**config.mk**
```make
export PLATFORM = sky130hd
export DESIGN_NAME = pixel_word_packer
export DESIGN_NICKNAME = d
export VERILOG_FILES = /design/src/rtl/pixel_word_packer.sv
export SDC_FILE = /design/constraint.sdc
export NUM_CORES = 1
export LEC_CHECK = 0
export CAP_MARGIN = 15
export CORE_UTILIZATION = 35
export DETAILED_ROUTE_END_ITERATION = 10
export PLACE_DENSITY_LB_ADDON = 0.08
export SLEW_MARGIN = 30
export SYNTH_ARGS = -nofsm -noshare
export SYNTH_HDL_FRONTEND = slang
export SYNTH_SLANG_ARGS = --single-unit
```
**constraint.sdc**
```tcl
create_clock -name Clk -period 4.6 [get_ports Clk]
set_input_delay 0.46 -clock Clk [delete_from_list [all_inputs] [get_ports Clk]]
set_output_delay 0.46 -clock Clk [all_outputs]
set_load 0.005 [all_outputs]
```
**src/rtl/pixel_word_packer.sv**
```systemverilog
`default_nettype none
// ============================================================================
//  Module   : pixel_word_packer
//  Purpose  : Packs an 8-bit pixel stream (Valid/Data/Last) little-endian into
//             BYTES_PER_WORD-byte AXI4-Stream words. Completed words are queued
//             in a small FIFO for the DMA write channel. Short final words are
//             marked with TKEEP. A sticky flag records pixels that were dropped.
//  Ports    : Clk, rst (async, active-low)
//             Valid_in/Data_in/Last_in  pixel input; Ready_out accept indicator
//             Valid_out/Data_out/Keep_out/Last_out/Ready_from_dma  AXIS output
//             Overflow (sticky drop flag), Ovf_clr (synchronous clear)
//  Revision : 1.0  initial release
// ============================================================================
module pixel_word_packer #(
    parameter int BYTES_PER_WORD = 4,
    parameter int FIFO_DEPTH     = 4
) (
    input  logic                        Clk,
    input  logic                        rst,
    input  logic                        Valid_in,
    input  logic [7:0]                  Data_in,
    input  logic                        Last_in,
    output logic                        Ready_out,
    output logic                        Valid_out,
    output logic [8*BYTES_PER_WORD-1:0] Data_out,
    output logic [BYTES_PER_WORD-1:0]   Keep_out,
    output logic                        Last_out,
    input  logic                        Ready_from_dma,
    output logic                        Overflow,
    input  logic                        Ovf_clr
);

    localparam int C_DW = 8 * BYTES_PER_WORD;
    localparam int C_CW = $clog2(BYTES_PER_WORD);
    localparam int C_PW = $clog2(FIFO_DEPTH);

    localparam logic [C_CW-1:0] C_LAST_LANE = C_CW'(BYTES_PER_WORD - 1);
    localparam logic [C_PW:0]   C_FULL      = (C_PW + 1)'(FIFO_DEPTH);

    // Packing state
    logic [C_CW-1:0]           cnt_q, cnt_d;
    logic [C_DW-1:0]           acc_q, acc_d;

    // Word FIFO
    logic [C_DW-1:0]           mem_data_q [FIFO_DEPTH];
    logic [BYTES_PER_WORD-1:0] mem_keep_q [FIFO_DEPTH];
    logic                      mem_last_q [FIFO_DEPTH];
    logic [C_PW-1:0]           wr_ptr_q, wr_ptr_d;
    logic [C_PW-1:0]           rd_ptr_q, rd_ptr_d;
    logic [C_PW:0]             count_q, count_d;

    logic                      ovf_q, ovf_d;
    // Holds Ready_out low during reset and for the first cycle after release.
    logic                      rdy_en_q;

    logic                      fifo_full, fifo_empty;
    logic                      accept, drop, complete, push, pop;
    logic [C_DW-1:0]           new_word;
    logic [BYTES_PER_WORD-1:0] new_keep;

    always_comb begin
        fifo_full  = (count_q == C_FULL);
        fifo_empty = (count_q == '0);
        Ready_out  = rdy_en_q && !fifo_full;
        accept     = Valid_in && Ready_out;
        drop       = Valid_in && !Ready_out;

        // Merge the incoming pixel into its lane; keep covers lanes 0..cnt.
        new_word = acc_q;
        new_keep = '0;
        for (int l = 0; l < BYTES_PER_WORD; l++) begin
            if (C_CW'(l) == cnt_q) begin
                new_word[8*l +: 8] = Data_in;
            end
            if (C_CW'(l) <= cnt_q) begin
                new_keep[l] = 1'b1;
            end
        end

        complete = accept && ((cnt_q == C_LAST_LANE) || Last_in);
        push     = complete;
        pop      = !fifo_empty && Ready_from_dma;

        cnt_d = cnt_q;
        acc_d = acc_q;
        if (complete) begin
            cnt_d = '0;
            acc_d = '0;
        end else if (accept) begin
            cnt_d = cnt_q + 1'b1;
            acc_d = new_word;
        end

        // Pointers wrap naturally since FIFO_DEPTH is a power of two.
        wr_ptr_d = push ? wr_ptr_q + 1'b1 : wr_ptr_q;
        rd_ptr_d = pop  ? rd_ptr_q + 1'b1 : rd_ptr_q;
        count_d  = count_q;
        case ({push, pop})
            2'b10:   count_d = count_q + 1'b1;
            2'b01:   count_d = count_q - 1'b1;
            default: count_d = count_q;
        endcase

        // A new drop wins over a clear in the same cycle.
        ovf_d = ovf_q;
        if (drop) begin
            ovf_d = 1'b1;
        end else if (Ovf_clr) begin
            ovf_d = 1'b0;
        end
    end

    always_ff @(posedge Clk or negedge rst) begin
        if (!rst) begin
            cnt_q    <= '0;
            acc_q    <= '0;
            wr_ptr_q <= '0;
            rd_ptr_q <= '0;
            count_q  <= '0;
            ovf_q    <= 1'b0;
            rdy_en_q <= 1'b0;
        end else begin
            cnt_q    <= cnt_d;
            acc_q    <= acc_d;
            wr_ptr_q <= wr_ptr_d;
            rd_ptr_q <= rd_ptr_d;
            count_q  <= count_d;
            ovf_q    <= ovf_d;
            rdy_en_q <= 1'b1;
        end
    end

    // Storage needs no reset: entries are only visible while count is nonzero.
    always_ff @(posedge Clk) begin
        if (push) begin
            mem_data_q[wr_ptr_q] <= new_word;
            mem_keep_q[wr_ptr_q] <= new_keep;
            mem_last_q[wr_ptr_q] <= Last_in;
        end
    end

    always_comb begin
        Valid_out = !fifo_empty;
        Data_out  = '0;
        Keep_out  = '0;
        Last_out  = 1'b0;
        if (!fifo_empty) begin
            Data_out = mem_data_q[rd_ptr_q];
            Keep_out = mem_keep_q[rd_ptr_q];
            Last_out = mem_last_q[rd_ptr_q];
        end
        Overflow = ovf_q;
    end

endmodule
`default_nettype wire
```
# [Word-level counts from Yosys, hierarchy flattened]
# Memory sizes are Yosys's and may differ from the RTL's.
# Index checks and enable logic that the tools add are counted.
[word_totals] ff_bits=43 ramBits=148 inputBits=14 wordCells=60 mem_count=3
[op_classes] n_addsub=5 n_lt_le_gt_ge=4 n_eq_ne=7 muxes=20 n_reduce_logical=14
[memory_table] name="mem_data_q" depth=4 width=32 rd=1 rd_clocked_by_memory_dff=0 wr=1 line_no="45" source="logic [C_DW-1:0] mem_data_q [FIFO_DEPTH];"
[memory_table] name="mem_keep_q" depth=4 width=4 rd=1 rd_clocked_by_memory_dff=0 wr=1 line_no="46" source="logic [BYTES_PER_WORD-1:0] mem_keep_q [FIFO_DEPTH];"
[memory_table] name="mem_last_q" depth=4 width=1 rd=1 rd_clocked_by_memory_dff=0 wr=1 line_no="47" source="logic mem_last_q [FIFO_DEPTH];"
[op_table] operator="32-bit two-way mux" n=3
[op_table] operator="8-bit two-way mux" n=4
[op_table] operator="1-bit two-way mux" n=9
[op_table] operator="2-bit by 1-bit adder with 2-bit output (second input constant)" n=3
[op_table] operator="3-bit one-hot mux with 2 select lines" n=1
[op_table] operator="2-bit nonzero test" n=3
[op_table] operator="1-bit logical AND" n=5
[op_table] operator="2-bit equality test (first input constant)" n=2
[op_table] operator="2-bit equality test (second input constant)" n=2
[op_table] operator="1-bit by 2-bit <= comparator with 1-bit output (first input constant)" n=2
[op_table] operator="2-bit <= comparator (first input constant)" n=2
[op_table] operator="2-bit two-way mux" n=2
[op_table] operator="4-bit two-way mux" n=1
[op_table] operator="3-bit by 1-bit adder with 3-bit output (second input constant)" n=1
[op_table] operator="3-bit equality test (second input constant)" n=1
[op_table] operator="1-bit zero test" n=3
[op_table] operator="3-bit zero test" n=1
[op_table] operator="3-bit by 1-bit subtractor with 3-bit output (second input constant)" n=1
[op_table] operator="1-bit by 2-bit equality test with 1-bit output (first input constant)" n=1
[op_table] operator="2-bit by 1-bit equality test with 1-bit output (second input constant)" n=1
[op_table] operator="2-bit zero test" n=1
[op_table] operator="1-bit logical OR" n=1

# [Logic depth before layout (Yosys ltp)]
# Gate-level depths: netlist (run 1).
[depth] word_depth=7 ltp_mapped=12 depth_no_buf=10

# [Least setup slack after synthesis (run 1)]
# Ideal clock, no wire load.
[synth_path] kind="flip-flop to flip-flop" start="reg cnt_q[1]" end="mem mem_data_q[0][0] (netlist name), enable pin" arrival_time_ns=2.234 path_slack_ns=1.969 path_stages_with_launch=7 n_path_buf=2 synth_period_minus_slack_ns=2.631 path_cell_list="dfrtp_1 > ha_1 > buf_2 > nor2_4 > nor3_4 > buf_2 > and2_1"
[synth_via] elab_chain_len=5
[synth_lines] item="from (decl)" line_no="41" source="logic [C_CW-1:0] cnt_q, cnt_d;"
[synth_lines] item="from (signal assigned)" line_no="123" source="cnt_q <= cnt_d;"
[synth_lines] item="2-bit equality test" line_no="80" source="complete = accept && ((cnt_q == C_LAST_LANE) || Last_in);"
[synth_lines] item="1-bit logical OR" line_no="80"
[synth_lines] item="1-bit logical AND" line_no="80"
[synth_lines] item="1-bit two-way mux" line_no="135" source="if (push) begin"
[synth_lines] item="1-bit two-way mux (not written as such)" line_no="136" source="mem_data_q[wr_ptr_q] <= new_word;"
[synth_lines] item="to (decl)" line_no="45"
# No other way between the ends.

# [Worst setup path after layout (run 1)]
[layout_path] start="reg rd_ptr_q[0]" end="out Data_out[31]"
[layout_via] elab_chain_len=2
[layout_lines] item="from (decl)" line_no="49" source="logic [C_PW-1:0] rd_ptr_q, rd_ptr_d;"
[layout_lines] item="from (signal assigned)" line_no="126" source="rd_ptr_q <= rd_ptr_d;"
[layout_lines] item="memory read 4 x 32 bit"
[layout_lines] item="32-bit two-way mux" line_no="147" source="if (!fifo_empty) begin"
[layout_lines] item="to (decl)" line_no="25" source="output logic [8*BYTES_PER_WORD-1:0] Data_out,"
# No other way between the ends.

==> reports/metrics.yaml, run 1 <==
sta:
  rsz0062_at_grt: "no"
  tightestPinTransition_ns: 0.790
  fin_setup_tns_ns: 0
  timing.final.crit_period_ns: 3.18
  maxSlewViolCount: 0
  hold_viol: 0
  max-slew-margin-rel_pct: 47.2
  max_freq_mhz: 315
  clock-skew-final_ns: 0.0107
  setup_violations: 0
  fin_crit_sh_pct: 69.1
  setup_ws_ns: 1.42
synth:
  netlist.area_leader.share_pct: 55.4
  avgSynthCellArea_um2: 17.3
  synth_area_um2: 7800
  synthArstFlopShare_pct: 23.0
  yosysSeqAreaShare_pct: 69.2
  synth-edff-count: 144
  synth_xor_area_share_pct: 0.673
  yosysWarnings: 0
  synth_top_family_by_area: "multiplexers"
  yosys.area.top_type: "edfxtp_1"
  syn_nets: 477
  syn_inst: 452
  synth_area_leaders: "edfxtp_1 (55%), dfrtp_1 (14%), mux4_2 (10%), mux2_2 (4.8%), and2_1 (3.3%)"
  synth_fa_ha_area_share_pct: 1.86
  synth_flop_cell: "edfxtp_1"
  synth_compound_area_share_pct: 3.93
  yosys_register_bits: 187
  synth.most_common_cell: "edfxtp_1"
  yosys.area_share.simple_pct: 6.30
  ys_types: 27
  muxShareOfSynthArea_pct: 15.5
  ys_top_cells_by_count: "edfxtp_1 (144), dfrtp_1 (43), and2_1 (41)"
finish:
  utilization_pct: 42.2
  nets: 530
  drive_gt1_share_pct: 22.6
  final_area_um2: 9220
  diodes: 0
  synthToLayoutAreaGrowth_pct: 18.1
drt:
  vias: 4007
  avgViaCountPerCell: 5.02
  drc: 0
  wl_um: 16100
  wire_per_inst_um: 20.1
  dr.pass1.iters: 5
  drtAntennaViolNets: 0
  drtIter0Drc: 319
clocking:
  clkSinkCount: 187
  cts-root-buf: "clkbuf_16"
  hold_buffers: 0
  cts_resized: 0
  htree_num_levels: 4
  postCtsSetupBuffers: 0
  clk_latency_ns: 0.42
  cts_tree: "built"
  path_clk_slew_ns: 0.07
  numCtsBuffers: 17
  clock_path_buffers: 2
grt:
  grt_util_all_layers_pct: 15.4
  grt_pass1_vias: 4087
  grt_max_degree: 51
  grt_pass1_wl_um: 24900
  antenna_found_initial: 1
  grt.overflow.total: 0
floorplan:
  core_area_um2: 21800
  dieArea_um2: 22900
  rows: 54
  chipWidth_um: 151
  dieHeight_um: 151
  top_level_ports: 54
  initial_utilization_pct: 35.8
worst_setup_path:
  crit_path_end_kind: "output port"
  required_ns: 4.14
  startpoint_type: "register"
  cpMaxStageDelayCell: "dfrtp_2"
  worstSetupPathType: "reg2out"
  cpPeakStageDelay_ns: 0.83
  critPathArrivalTime_ns: 2.72
  path_cells: "buf_12, mux4_2, and2_1, clkdlybuf4s50_1"
  path_max_fanout: 20
run_status:
  status: "finished clean"
pwr:
  p_leak_nw: 3.25
  ir_drop_uv: 212
  power.density_nw_per_um2: 618
  p_total_w: 0.00569
min_path:
  worstHoldPathType: "in2async"
place:
  gp_congestion: 0.704
  dp_slack_ns: 1.29
  dp_hpwl_um: 9870
  io_buffers: 53
  post_dp_cell_area_um2: 8620
run:
  maxCapViolCount: 0
[flip-flops by register name, summed over array words and instances (netlist names)]
name and count:
rdy_en_q 1, mem_data_q 128, cnt_q 2, count_q 3
acc_q 32, wr_ptr_q 2, mem_last_q 4, mem_keep_q 12
rd_ptr_q 2, Overflow 1
[report_power, final]
group / internal (W) / switching, W / total (W)
Combinational: 0.00106 / 0.000868 / 0.00193
Sequential: 0.00217 / 0.000136 / 0.00230
Clock: 0.000866 / 0.000598 / 0.00146
Total: 0.00409 / 0.00160 / 0.00569
[layer usage]
metal  GRT usage, %  wire length, um  vias to the layer above
met4           4.95              172                        0
met1           21.8             7730                     2080
li1               -                -                     1823
met2           23.2             7550                       89
met5              0                0                        -
met3           3.73              613                       15
[cell families (layout without fill, tap and decap cells)]
kind of cell | Yosys count | after routing
other cells | 1 | 1
xor+xnor | 6 | 6
compound gates | 49 | 49
mux | 72 | 72
flops | 187 | 187
buf+inv | 40 | 106
fa+ha+maj | 11 | 11
simple gates | 86 | 86
[worst max-delay path: cells and delay by family, from the launching register on]
kind / cells / cell delay (ns)
simple gates: 1 / 0.18
mux: 1 / 0.53
buf+inv: 2 / 0.74
flops: 1 / 0.83
[cells in the final DEF (no fill, tap or decap), drive strengths merged, types with 5 or more instances in the layout]
| master | Yosys | layout |
|---|---|---|
| inv | 11 | 12 |
| dfrtp | 43 | 43 |
| clkinv | 0 | 5 |
| mux4 | 36 | 36 |
| and2 | 41 | 41 |
| mux2 | 33 | 33 |
| ha | 10 | 10 |
| nand2 | 27 | 27 |
| edfxtp | 144 | 144 |
| clkbuf | 11 | 20 |
| o31ai | 24 | 24 |
| clkdlybuf4s50 | 0 | 52 |
| buf | 18 | 11 |
| o21ai | 24 | 24 |
| nor2b | 9 | 9 |
[final cells by class]
cell class,count,area (um^2)
sequential,187,5400
fill,1964,12600
tap,280,350
clock inverter,12,148
clock buffer,20,447
multi-input combinational,225,2220
timing repair buffer,63,613
inverter,11,41.3
[per-stage QoR]
stage	std cells	hold slack, ns
2_1_floorplan	452	0.164
3_3_place_gp	766	0.480
3_5_place_dp	766	0.486
4_1_cts	798	0.133
5_1_grt	798	0.157
6_report	798	0.119
[worst paths after layout]
kind	to	slack (ns)	cells past startpoint	startpoint
min in group Clk	acc_q[30]	0.50	1	acc_q[30]
hold / removal	acc_q[15]	0.12	2	rst
max in group asynchronous	rd_ptr_q[0]	4.00	2	rst
hold reg to reg	acc_q[30]	0.50	1	acc_q[30]
setup / recovery	Data_out[31]	1.42	4	rd_ptr_q[0]
setup reg to reg	mem_data_q[1][11]	1.44	5	cnt_q[1]
No activity file was read; power rests on OpenSTA's default activity.
==> run 2: changes to the inputs <==
clock period = 3 ns   (was 4.6 ns; I/O delays follow)
==> reports/metrics.yaml, run 2 (synthesis results as in run 1) <==
run_status:
  status: "finished clean"  # unchanged
finish:
  layout_common_cells: "edfxtp_1 (144), clkdlybuf4s50_1 (52), dfrtp_1 (42), and2_1 (37), mux4_2 (36)"  # unchanged
  diodes: 0  # unchanged
  fill_cells: 1978  # was 1964
  final_common_cell: "edfxtp_1"  # unchanged
  largest_reg_flops: 128  # unchanged
  final_area_um2: 9380  # was 9220 um^2
  max_flop_register: "mem_data_q"  # unchanged
  drive_gt1_share_pct: 23.5  # was 22.6%
  reg_top3: "mem_data_q: 128 flops, acc_q: 32 flops, mem_keep_q: 12 flops"  # unchanged
  utilization_pct: 43.0  # was 42.2%
  nets: 540  # was 530
  synthToLayoutAreaGrowth_pct: 20.2  # was 18.1%
clocking:
  cts-root-buf: "clkbuf_16"  # unchanged
  numCtsBuffers: 17  # unchanged
  path_clk_slew_ns: 0.07  # about the same
  cts_tree: "built"  # unchanged
  clkSinkCount: 187  # unchanged
  postCtsSetupBuffers: 0  # unchanged
  htree_num_levels: 4  # unchanged
  clock_path_buffers: 2  # unchanged
  cts_resized: 0  # unchanged
  clk_latency_ns: 0.43  # was 0.42 ns
floorplan:
  dieArea_um2: 22900  # unchanged
  core_area_um2: 21800  # unchanged
  top_level_ports: 54  # unchanged
  rows: 54  # unchanged
  initial_utilization_pct: 35.8  # unchanged
  chipWidth_um: 151  # unchanged
  dieHeight_um: 151  # unchanged
worst_setup_path:
  cpMaxStageDelayCell: "or3_1"  # was dfrtp_2
  required_ns: 2.70  # was 4.14 ns
  path_buf_inv: 2  # unchanged
  cp_num_cells: 4  # unchanged
  path_max_fanout: 16  # was 20
  rr_endpoint: "count_q[2]"  # was mem_data_q[1][11]
  path_cells: "or3_1, buf_4, and2_1, clkdlybuf4s50_1"  # was buf_12, mux4_2, and2_1, clkdlybuf4s50_1
  worstSetupPathType: "reg2out"  # unchanged
  rr_startpoint: "count_q[0]"  # was cnt_q[1]
  r2r_cells: 8  # was 5
  startpoint_type: "register"  # unchanged
  critPathArrivalTime_ns: 2.37  # was 2.72 ns
  cpPeakStageDelay_ns: 0.60  # was 0.83 ns
  cpLargestDelayFamily: "simple AND/OR/NAND/NOR gates"  # was flip-flops
  reg2reg_slack_ns: 0.71  # was 1.44 ns
  crit_path_end_kind: "output port"  # unchanged
sta:
  setup_ws_ns: 0.329  # was 1.42 ns
  hold_viol: 0  # unchanged
  setup_violations: 0  # unchanged
  max_freq_mhz: 374
  rsz0062_at_grt: "no"  # unchanged
  maxSlewViolCount: 0  # unchanged
  clock-skew-final_ns: 0.0105  # was 0.0107 ns
  hold_slack_ns: 0.444  # was 0.119 ns
  tightestPinTransition_ns: 0.793  # was 0.790 ns
  timing.final.crit_period_ns: 2.67
  fin_crit_sh_pct: 89.0
  max-slew-margin-rel_pct: 47.1  # was 47.2%
  fin_setup_tns_ns: 0  # unchanged
drt:
  topRoutingLayerUsed: "met4"  # unchanged
  avgViaCountPerCell: 5.02  # about the same
  drtAntennaViolNets: 0  # unchanged
  wire_per_inst_um: 21.3  # was 20.1 um
  drtIter0Drc: 232  # was 319
  wl_met3_um: 626  # was 613 um
  dr.pass1.iters: 4  # was 5
  dr_wl_met2_um: 7840  # was 7550 um
  wl_um: 17200  # was 16100 um
  wl_met1_um: 8500  # was 7730 um
  drc: 0  # unchanged
  vias: 4054  # was 4007
place:
  post_dp_cell_area_um2: 8770  # was 8620 um^2
  dp_hpwl_um: 10500  # was 9870 um
  io_buffers: 53  # unchanged
  gp_congestion: 0.711  # was 0.704
  dp_slack_ns: 0.523  # was 1.29 ns
min_path:
  hold_start: "Ovf_clr"
  hold_path_depth: 2
  worstHoldEndpoint: "Overflow"
  worstHoldPathType: "in2reg"  # was in2async
grt:
  antenna_found_initial: 0  # was 1
  grt.overflow.total: 0  # unchanged
  grt_pass1_vias: 4170  # was 4087
  grt_max_degree: 50  # was 51
  grt_pass1_wl_um: 26600  # was 24900 um
  grt_util_all_layers_pct: 16.6  # was 15.4%
run:
  maxCapViolCount: 0  # unchanged
pwr:
  power.density_nw_per_um2: 947  # was 618 nW/um^2
  ir_drop_uv: 455  # was 212 uV
  p_leak_nw: 3.33  # was 3.25 nW
==> run 2: cell types whose count changed in the layout (fill, tap and decap cells not counted), sizes merged <==
cell,previous run,this run
buf,11,20
clkbuf,20,25
clkinv,5,3
clkinvlp,3,1
dlygate4sd3,0,1
inv,12,11
==> run 2: layer usage <==
metal  up-vias  global-route usage [%]
li1       1843                       -
met1      2108                    24.2
met2        88                    24.9
met3        15                    3.07
met4         0                    5.55
met5         -                       0
==> run 2: worst max-delay path by stage <==
stage / slack (ns) / endpoint / start
2_1_floorplan: 0.37 / mem_data_q[0][0] / cnt_q[1]
4_1_cts: 0.26 / Data_out[6] / count_q[0]
3_3_place_gp: 0.58 / mem_data_q[3][16] / Last_in
6_report: 0.33 / Data_out[6] / count_q[0]
3_5_place_dp: 0.52 / mem_data_q[3][16] / Last_in
5_1_grt: 0.21 / Data_out[28] / count_q[0]
==> run 2: metrics by stage <==
step	total power, W	instances
4_1_cts	0.00903	808
3_5_place_dp	0.00670	775
3_3_place_gp	0.00666	775
5_1_grt	0.00940	808
2_1_floorplan	0.00535	452
6_report	0.00888	808
==> run 2: area by class of cell <==
class | count | area [um^2] | share of cell area, %
clock buffers | 25 | 487 | 5.19
clock inverters | 7 | 116 | 1.24
inverters | 11 | 41.3 | 0.440
multi-input cells | 225 | 2220 | 23.6
flip-flops and latches | 187 | 5400 | 57.6
well taps | 280 | 350 | 3.74
repair buffers | 73 | 766 | 8.16
==> run 2: report_power, final <==
group	internal (W)	total [W]	switching [W]
clock network	0.00138	0.00230	0.000920
logic	0.00168	0.00313	0.00145
registers	0.00332	0.00345	0.000133
==> run 2: what timing repair did <==
action	CTS	global route
hold buffers	1	0
hold endpoints to repair	27	0
setup endpoints to repair	0	0
